`config.mk`:
```
export PLATFORM = sky130hd
export DESIGN_NAME = multicycle_control_flat
export DESIGN_NICKNAME = d
export VERILOG_FILES = /design/src/rtl/multicycle_control_pkg.sv /design/src/rtl/multicycle_control_if.sv /design/src/rtl/multicycle_control_wait_counter.sv /design/src/rtl/multicycle_control.sv /design/src/flat_wrapper.sv
export SDC_FILE = /design/constraint.sdc
export NUM_CORES = 1
export LEC_CHECK = 0
export CAP_MARGIN = 20
export CORE_UTILIZATION = 44
export DETAILED_ROUTE_END_ITERATION = 12
export GPL_ROUTABILITY_DRIVEN = 1
export PLACE_DENSITY = 0.84
export REMOVE_ABC_BUFFERS = 1
export SYNTH_ARGS = -nofsm -noshare
export SYNTH_HDL_FRONTEND = slang
export SYNTH_HIERARCHICAL = 1
export SYNTH_SLANG_ARGS = --single-unit
export TNS_END_PERCENT = 30
```
`constraint.sdc`:
```
create_clock -name clk -period 2.2 [get_ports clk]
set_clock_uncertainty 0.1 [all_clocks]
set_input_delay 0.55 -clock clk [delete_from_list [all_inputs] [get_ports clk]]
set_output_delay 0.55 -clock clk [all_outputs]
set_load 0.05 [all_outputs]
```
`src/rtl/multicycle_control_pkg.sv`:
```
// Shared definitions for the multicycle control slice.
//   state_t : 4-bit FSM state encoding
//   OP_*    : opcode constants (IR[31:26])
//   ALUOP_* / SRCB_* / PCSRC_* : datapath select codes
//   ctrl_t  : bundle of every control strobe driven per cycle
package multicycle_control_pkg;

    typedef enum logic [3:0] {
        FETCH     = 4'd0,
        DECODE    = 4'd1,
        R_EXEC    = 4'd2,
        R_WB      = 4'd3,
        MEM_ADDR  = 4'd4,
        MEM_READ  = 4'd5,
        MEM_WB    = 4'd6,
        MEM_WRITE = 4'd7,
        BRANCH    = 4'd8,
        JUMP      = 4'd9,
        TRAP      = 4'd10,
        ADDI_EXEC = 4'd11,
        ADDI_WB   = 4'd12
    } state_t;

    localparam logic [5:0] OP_RTYPE = 6'h00;
    localparam logic [5:0] OP_LW    = 6'h23;
    localparam logic [5:0] OP_SW    = 6'h2B;
    localparam logic [5:0] OP_BEQ   = 6'h04;
    localparam logic [5:0] OP_J     = 6'h02;
    localparam logic [5:0] OP_ADDI  = 6'h08;

    localparam logic [1:0] ALUOP_ADD   = 2'b00;
    localparam logic [1:0] ALUOP_SUB   = 2'b01;
    localparam logic [1:0] ALUOP_FUNCT = 2'b10;

    localparam logic [1:0] SRCB_B       = 2'b00;
    localparam logic [1:0] SRCB_ONE     = 2'b01;
    localparam logic [1:0] SRCB_IMM     = 2'b10;
    localparam logic [1:0] SRCB_IMM_SL2 = 2'b11;

    localparam logic [1:0] PCSRC_ALU    = 2'b00;
    localparam logic [1:0] PCSRC_ALUOUT = 2'b01;
    localparam logic [1:0] PCSRC_JUMP   = 2'b10;

    typedef struct packed {
        logic       pc_write_cond;
        logic       pc_write;
        logic       i_or_d;
        logic       mem_read;
        logic       mem_write;
        logic       mem_to_reg;
        logic       ir_write;
        logic [1:0] pc_source;
        logic [1:0] alu_op;
        logic [1:0] alu_src_b;
        logic       alu_src_a;
        logic       reg_write;
        logic       reg_dst;
        logic       instr_done;
    } ctrl_t;

endpackage

```
`src/rtl/multicycle_control_if.sv`:
```
// Control bus between the multicycle controller and its datapath.
//   master : controller side (receives run/opCode, drives strobes, illegal, instr_done)
//   slave  : datapath side
interface multicycle_control_if;
    logic       run;
    logic [5:0] opCode;
    logic       PCWriteCond;
    logic       PCWrite;
    logic       IorD;
    logic       MemRead;
    logic       MemWrite;
    logic       MemtoReg;
    logic       IRWrite;
    logic [1:0] PCSource;
    logic [1:0] ALUOp;
    logic [1:0] ALUSrcB;
    logic       ALUSrcA;
    logic       RegWrite;
    logic       RegDst;
    logic       illegal;
    logic       instr_done;

    modport master (
        input  run, opCode,
        output PCWriteCond, PCWrite, IorD, MemRead, MemWrite, MemtoReg, IRWrite,
               PCSource, ALUOp, ALUSrcB, ALUSrcA, RegWrite, RegDst, illegal, instr_done
    );

    modport slave (
        output run, opCode,
        input  PCWriteCond, PCWrite, IorD, MemRead, MemWrite, MemtoReg, IRWrite,
               PCSource, ALUOp, ALUSrcB, ALUSrcA, RegWrite, RegDst, illegal, instr_done
    );
endinterface

```
`src/rtl/multicycle_control_wait_counter.sv`:
```
// mc_wait_counter: 3-bit saturating wait counter for memory read latency.
//   clk, reset (async, active-low)
//   clear : synchronous clear to 0 (takes priority)
//   done  : count has reached LIMIT
module mc_wait_counter #(
    parameter logic [2:0] LIMIT = 3'd1
) (
    input  logic clk,
    input  logic reset,
    input  logic clear,
    output logic done
);
    logic [2:0] count;

    always_ff @(posedge clk or negedge reset) begin
        if (!reset)
            count <= '0;
        else if (clear)
            count <= '0;
        else if (count != LIMIT)
            count <= count + 3'd1;
    end

    assign done = (count == LIMIT);
endmodule

```
`src/rtl/multicycle_control.sv`:
```
// multicycle_control: main control FSM of the multicycle datapath (Moore).
//   clk   : system clock
//   reset : asynchronous, active-low
//   bus   : multicycle_control_if.master (run, opCode in; all strobes,
//           illegal and instr_done out)
//   MEM_WAIT (0..7): extra cycles MemRead is held before data is consumed.
// Optional: MC_CTRL_ADDI_EN adds the addi (opcode 0x08) sequence;
// without it 0x08 traps as illegal.
module multicycle_control
    import multicycle_control_pkg::*;
#(
    parameter int unsigned MEM_WAIT = 1
) (
    input  logic                       clk,
    input  logic                       reset,
    multicycle_control_if.master       bus
);
    localparam logic [2:0] WAIT_LIMIT = 3'(MEM_WAIT);

    state_t state, state_next;
    ctrl_t  ctrl;
    logic   wait_done, wait_clear, illegal_q;

    function automatic state_t decode_op(input logic [5:0] op);
        case (op)
            OP_RTYPE:     return R_EXEC;
            OP_LW, OP_SW: return MEM_ADDR;
            OP_BEQ:       return BRANCH;
            OP_J:         return JUMP;
`ifdef MC_CTRL_ADDI_EN
            OP_ADDI:      return ADDI_EXEC;
`else
            OP_ADDI:      return TRAP;
`endif
            default:      return TRAP;
        endcase
    endfunction

    // Idle FETCH also clears, so a fetch restarts cleanly whenever run rises.
    assign wait_clear = (state_next != state) || (state == FETCH && !bus.run);

    mc_wait_counter #(.LIMIT(WAIT_LIMIT)) u_wait (
        .clk   (clk),
        .reset (reset),
        .clear (wait_clear),
        .done  (wait_done)
    );

    always_ff @(posedge clk or negedge reset) begin
        if (!reset) begin
            state     <= FETCH;
            illegal_q <= 1'b0;
        end else begin
            state <= state_next;
            if (state_next == TRAP)
                illegal_q <= 1'b1;
        end
    end

    always_comb begin
        state_next = state;
        case (state)
            FETCH:     if (bus.run && wait_done) state_next = DECODE;
            DECODE:    state_next = decode_op(bus.opCode);
            R_EXEC:    state_next = R_WB;
            MEM_ADDR:  state_next = (bus.opCode == OP_SW) ? MEM_WRITE : MEM_READ;
            MEM_READ:  if (wait_done) state_next = MEM_WB;
            TRAP:      state_next = TRAP;
`ifdef MC_CTRL_ADDI_EN
            ADDI_EXEC: state_next = ADDI_WB;
            ADDI_WB:   state_next = FETCH;
`endif
            R_WB, MEM_WB, MEM_WRITE, BRANCH, JUMP: state_next = FETCH;
            default:   state_next = FETCH;
        endcase
    end

    always_comb begin
        ctrl = '0;
        case (state)
            FETCH: begin
                if (bus.run) begin
                    ctrl.mem_read = 1'b1;
                    ctrl.i_or_d   = 1'b0;
                    if (wait_done) begin
                        ctrl.ir_write  = 1'b1;
                        ctrl.alu_src_a = 1'b0;
                        ctrl.alu_src_b = SRCB_ONE;
                        ctrl.alu_op    = ALUOP_ADD;
                        ctrl.pc_source = PCSRC_ALU;
                        ctrl.pc_write  = 1'b1;
                    end
                end
            end
            DECODE: begin
                ctrl.alu_src_a = 1'b0;
                ctrl.alu_src_b = SRCB_IMM_SL2;
                ctrl.alu_op    = ALUOP_ADD;
            end
            R_EXEC: begin
                ctrl.alu_src_a = 1'b1;
                ctrl.alu_src_b = SRCB_B;
                ctrl.alu_op    = ALUOP_FUNCT;
            end
            R_WB: begin
                ctrl.reg_dst    = 1'b1;
                ctrl.reg_write  = 1'b1;
                ctrl.instr_done = 1'b1;
            end
            MEM_ADDR: begin
                ctrl.alu_src_a = 1'b1;
                ctrl.alu_src_b = SRCB_IMM;
                ctrl.alu_op    = ALUOP_ADD;
            end
            MEM_READ: begin
                ctrl.mem_read = 1'b1;
                ctrl.i_or_d   = 1'b1;
            end
            MEM_WB: begin
                ctrl.mem_to_reg = 1'b1;
                ctrl.reg_write  = 1'b1;
                ctrl.instr_done = 1'b1;
            end
            MEM_WRITE: begin
                ctrl.mem_write  = 1'b1;
                ctrl.i_or_d     = 1'b1;
                ctrl.instr_done = 1'b1;
            end
            BRANCH: begin
                ctrl.alu_src_a     = 1'b1;
                ctrl.alu_src_b     = SRCB_B;
                ctrl.alu_op        = ALUOP_SUB;
                ctrl.pc_source     = PCSRC_ALUOUT;
                ctrl.pc_write_cond = 1'b1;
                ctrl.instr_done    = 1'b1;
            end
            JUMP: begin
                ctrl.pc_source  = PCSRC_JUMP;
                ctrl.pc_write   = 1'b1;
                ctrl.instr_done = 1'b1;
            end
`ifdef MC_CTRL_ADDI_EN
            ADDI_EXEC: begin
                ctrl.alu_src_a = 1'b1;
                ctrl.alu_src_b = SRCB_IMM;
                ctrl.alu_op    = ALUOP_ADD;
            end
            ADDI_WB: begin
                ctrl.reg_write  = 1'b1;
                ctrl.instr_done = 1'b1;
            end
`endif
            default: ctrl = '0;
        endcase
        // FETCH decodes run directly, so strobes are forced low while reset
        // is held to keep the datapath quiet during the reset window.
        if (!reset)
            ctrl = '0;
    end

    assign bus.PCWriteCond = ctrl.pc_write_cond;
    assign bus.PCWrite     = ctrl.pc_write;
    assign bus.IorD        = ctrl.i_or_d;
    assign bus.MemRead     = ctrl.mem_read;
    assign bus.MemWrite    = ctrl.mem_write;
    assign bus.MemtoReg    = ctrl.mem_to_reg;
    assign bus.IRWrite     = ctrl.ir_write;
    assign bus.PCSource    = ctrl.pc_source;
    assign bus.ALUOp       = ctrl.alu_op;
    assign bus.ALUSrcB     = ctrl.alu_src_b;
    assign bus.ALUSrcA     = ctrl.alu_src_a;
    assign bus.RegWrite    = ctrl.reg_write;
    assign bus.RegDst      = ctrl.reg_dst;
    assign bus.instr_done  = ctrl.instr_done;
    assign bus.illegal     = illegal_q;
endmodule

```
`src/flat_wrapper.sv`:
```
// flat-port wrapper written by rule: the top's interface ports become plain ports
module multicycle_control_flat import multicycle_control_pkg::*;
#(
    parameter int unsigned MEM_WAIT = 1
)
  (clk, reset, bus_run, bus_opCode, bus_PCWriteCond, bus_PCWrite, bus_IorD, bus_MemRead, bus_MemWrite, bus_MemtoReg, bus_IRWrite, bus_PCSource, bus_ALUOp, bus_ALUSrcB, bus_ALUSrcA, bus_RegWrite, bus_RegDst, bus_illegal, bus_instr_done);
  multicycle_control_if bus_i ();
  input  logic clk;
  input  logic reset;
  input wire logic [$bits(bus_i.run)-1:0] bus_run;
  input wire logic [$bits(bus_i.opCode)-1:0] bus_opCode;
  output wire logic [$bits(bus_i.PCWriteCond)-1:0] bus_PCWriteCond;
  output wire logic [$bits(bus_i.PCWrite)-1:0] bus_PCWrite;
  output wire logic [$bits(bus_i.IorD)-1:0] bus_IorD;
  output wire logic [$bits(bus_i.MemRead)-1:0] bus_MemRead;
  output wire logic [$bits(bus_i.MemWrite)-1:0] bus_MemWrite;
  output wire logic [$bits(bus_i.MemtoReg)-1:0] bus_MemtoReg;
  output wire logic [$bits(bus_i.IRWrite)-1:0] bus_IRWrite;
  output wire logic [$bits(bus_i.PCSource)-1:0] bus_PCSource;
  output wire logic [$bits(bus_i.ALUOp)-1:0] bus_ALUOp;
  output wire logic [$bits(bus_i.ALUSrcB)-1:0] bus_ALUSrcB;
  output wire logic [$bits(bus_i.ALUSrcA)-1:0] bus_ALUSrcA;
  output wire logic [$bits(bus_i.RegWrite)-1:0] bus_RegWrite;
  output wire logic [$bits(bus_i.RegDst)-1:0] bus_RegDst;
  output wire logic [$bits(bus_i.illegal)-1:0] bus_illegal;
  output wire logic [$bits(bus_i.instr_done)-1:0] bus_instr_done;
  assign bus_i.run = bus_run;
  assign bus_i.opCode = bus_opCode;
  assign bus_PCWriteCond = bus_i.PCWriteCond;
  assign bus_PCWrite = bus_i.PCWrite;
  assign bus_IorD = bus_i.IorD;
  assign bus_MemRead = bus_i.MemRead;
  assign bus_MemWrite = bus_i.MemWrite;
  assign bus_MemtoReg = bus_i.MemtoReg;
  assign bus_IRWrite = bus_i.IRWrite;
  assign bus_PCSource = bus_i.PCSource;
  assign bus_ALUOp = bus_i.ALUOp;
  assign bus_ALUSrcB = bus_i.ALUSrcB;
  assign bus_ALUSrcA = bus_i.ALUSrcA;
  assign bus_RegWrite = bus_i.RegWrite;
  assign bus_RegDst = bus_i.RegDst;
  assign bus_illegal = bus_i.illegal;
  assign bus_instr_done = bus_i.instr_done;
  multicycle_control #(.MEM_WAIT(MEM_WAIT)) u_core (.clk(clk), .reset(reset), .bus(bus_i));
endmodule
```
==> impl_metrics.yaml <==
run_status:
  violations: "DRC, setup timing"
  status: "complete, but fails checks"
route:
  top_layer: "met4"
  avgRoutedWirePerCell_um: 20.39
  route.detailed.drc: 4
  drtPass1Iterations: 8
  dr_total_vias: 1047
  met3_length_um: 360
  ant_nets: 0
  drt_iter0_drc: 96
  wl_met1_mm: 1.147
  met2_length_mm: 1.607
  vias_per_cell: 6.544
  finalWirelength_mm: 3.262
synth:
  netlist_instances: 98
  synth_edf_count: 0
  ys_ff_latch: 8
  synth_area_leaders: "dfrtp_1 (26%), nor2_1 (6.2%), a21oi_1 (4.5%)"
  yosysTopAreaCellShare: 0.2552
  synth_ff_type: "dfrtp_1"
  ys_seq_area_frac: 0.2552
  synthArstFlopShare: 1.000
  yosys.area.top_type: "dfrtp_1"
  avgSynthCellArea_um2: 8.005
  yosysWarnings: 6
  ys_types: 39
  synth_area_um2: 784.5
power:
  p_leak_uw: 0.0005885
  max-vdd-ir-drop_uv: 537.5
  p_int_uw: 230.3
  p_sw_frac: 0.2469
  pwr-share-clk: 0.391
  p_total_uw: 305.7
  power_switching_uw: 75.48
  combPwrFrac: 0.128
  p_per_area_nw_per_um2: 205.3
  p_seq_frac: 0.481
setup_path:
  worstPathArrival_ns: 1.71
  crit_slowest_cell: "or3b_4"
  slowest_delay_ns: 0.46
  path_cells: "or3b_4 > nor4_4 > or2_1 > buf_12"
  reg2reg_from: "u_core/u_wait/count[1]"
  worstSetupStartpoint: "u_core/state[3]"
  critical_path_class: "reg -> out"
  crit_fanout: 4
  cp-end-kind: "primary output"
  critPathBufInv: 1
  cp-start-kind: "flop"
  crit_family: "simple AND/OR/NAND/NOR gates"
  required_ns: 1.55
timing:
  tightest_slew_ns: 0.3481
  finalHoldViolCount: 0
  final.setup.tns_ns: -0.7787
  rsz0062_at_grt: "yes"
  slew_viol_final: 0
  fmax_mhz: 423.3
  period_minus_slack_ns: 2.362
  final-setup-viol-count: 13
  maxSlewHeadroom: 0.7648
  fin_ws_ns: -0.1622
  period_share: 1.074
global_route:
  grt-ovfl-total: 0
  antenna_found_initial: 0
  grt_pass1_vias: 956
  grt_pass1_wl_mm: 4.312
  grt_max_degree: 21
  grtUsageTotal: 0.3053
floorplanning:
  dieWidth_um: 44.23
  die_y_um: 44.23
  dieArea_um2: 1956
  start_util: 0.4976
  core_area_um2: 1577
  ios: 27
  rows: 14
cells_and_area:
  antenna_cells: 0
  num-nets-final: 157
  drive_gt1_frac: 0.4792
  syn_to_final_growth_pct: 89.79
placed_design:
  place_congestion: 0.7822
  place_hpwl_mm: 1.855
  port_buffers: 26
clock_tree:
  clock_sinks: 8
  cts_max_level: 1
  clock_path_buffers: 2
  numCtsBuffers: 3
  path_clk_slew_ns: 0.06
  clockRootBuffer: "clkbuf_4"
  holdBufCountCts: 0
  cts_tree: "yes"
  clk_latency_ns: 0.26
min_path:
  hp-class: "in -> async"
job:
  cap_violations: 0
-- cell type report --
type | instances | area, um2
clock buffers | 3 | 22.52
flip-flops and latches | 8 | 202.7
repair buffers | 50 | 605.6
well taps | 16 | 20.02
multi-input cells | 81 | 630.6
inverters | 2 | 7.507
fillers | 47 | 87.58
-- power by group through the flow --
| stage | Combinational, uW | Sequential [uW] | Clock [uW] |
|---|---|---|---|
| floorplan | 8.34 | 150 | 0 |
| global placement | 35.9 | 150 | 0 |
| detailed placement | 37.8 | 150 | 0 |
| CTS | 37.3 | 147 | 116 |
| global route | 41.8 | 147 | 128 |
| finish | 39.1 | 147 | 119 |
-- placed cells by master (no fill, tap or decap), types with 2 or more instances in the layout --
master	netlist	layout
o31ai_1	2	2
nor3b_1	4	2
clkdlybuf4s50_1	0	6
nor4b_1	2	2
o21ai_0	2	2
nor2b_4	0	2
nand2b_1	3	3
nor2_1	13	9
inv_1	2	2
nor2_2	0	3
xnor2_1	2	2
dfrtp_2	0	2
buf_4	0	24
dfrtp_1	8	6
nor3b_2	0	2
nand2_1	7	5
nor2b_1	3	2
and2_1	2	2
a21oi_1	7	6
clkbuf_4	0	3
or3b_1	3	2
buf_12	0	17
nor3_1	6	5
a21o_1	2	2
nand2_2	0	2
-- synthesized netlist by cell type (2+ instances only) --
cell type,count
a211oi_1,2
a21o_1,2
a21oi_1,7
and2_1,2
buf_2,5
dfrtp_1,8
ha_1,2
inv_1,2
nand2_1,7
nand2b_1,3
nor2_1,13
nor2b_1,3
nor3_1,6
nor3b_1,4
nor4_2,2
nor4b_1,2
o21ai_0,2
o31ai_1,2
or3b_1,3
xnor2_1,2
-- metal layers --
layer,track usage,up-vias
met5,0,-
met4,0.04848,0
met3,0.09388,16
met2,0.5588,89
met1,0.3529,492
li1,-,450
-- cells by family (layout without fill, tap and decap cells) --
family,after synthesis,in the layout,share of synthesized area
AOI/OAI and AO/OA,21,21,0.1898
and+or+nand+nor,54,54,0.4147
DFF,8,8,0.2552
muxes,1,1,0.01435
adders and majority gates,2,2,0.03189
buffers and inverters,9,55,0.06060
xor gates and xnor gates,3,3,0.03350
-- final timing paths --
| check | endpoint | slack, ns | cells past startpoint |
|---|---|---|---|
| max | bus_PCWrite | -0.16 | 4 |
| min | u_core/state[2] | 0.15 | 2 |
| max reg2reg | u_core/u_wait/count[1] | -0.04 | 9 |
| min reg2reg | u_core/bus.illegal | 0.37 | 1 |
| max in group asynchronous | u_core/state[0] | 1.66 | 2 |
| min in group clk | u_core/bus.illegal | 0.37 | 1 |
-- what timing repair did --
item	in CTS	in global routing
pin swaps	3	3
cloned	0	0
endpoints found under the setup margin	17	17
setup buffers	5	2
resized for setup	16	13
-- stage by stage --
| step | cell area [um2] | utilization | std cells | worst slack [ns] | hold WS (ns) |
|---|---|---|---|---|---|
| final | 1489 | 0.9444 | 160 | -0.1622 | 0.1494 |
| after global routing | 1489 | 0.9444 | 160 | -0.2112 | 0.1524 |
| after CTS | 1414 | 0.8968 | 158 | -0.08649 | 0.1256 |
| after detailed placement | 1320 | 0.8373 | 150 | -0.4370 | 0.3534 |
| after global placement | 1320 | 0.8373 | 150 | -0.4053 | 0.3425 |
| after floorplan | 744.5 | - | 91 | -0.8431 | 0.1544 |
-- state kept, by name, summed over array words and instances, names as in the netlist --
signal / flops
u_core/bus.illegal: 1
u_core/state: 4
u_core/u_wait/count: 3
Note: power is estimated with default switching activity, not from simulation.
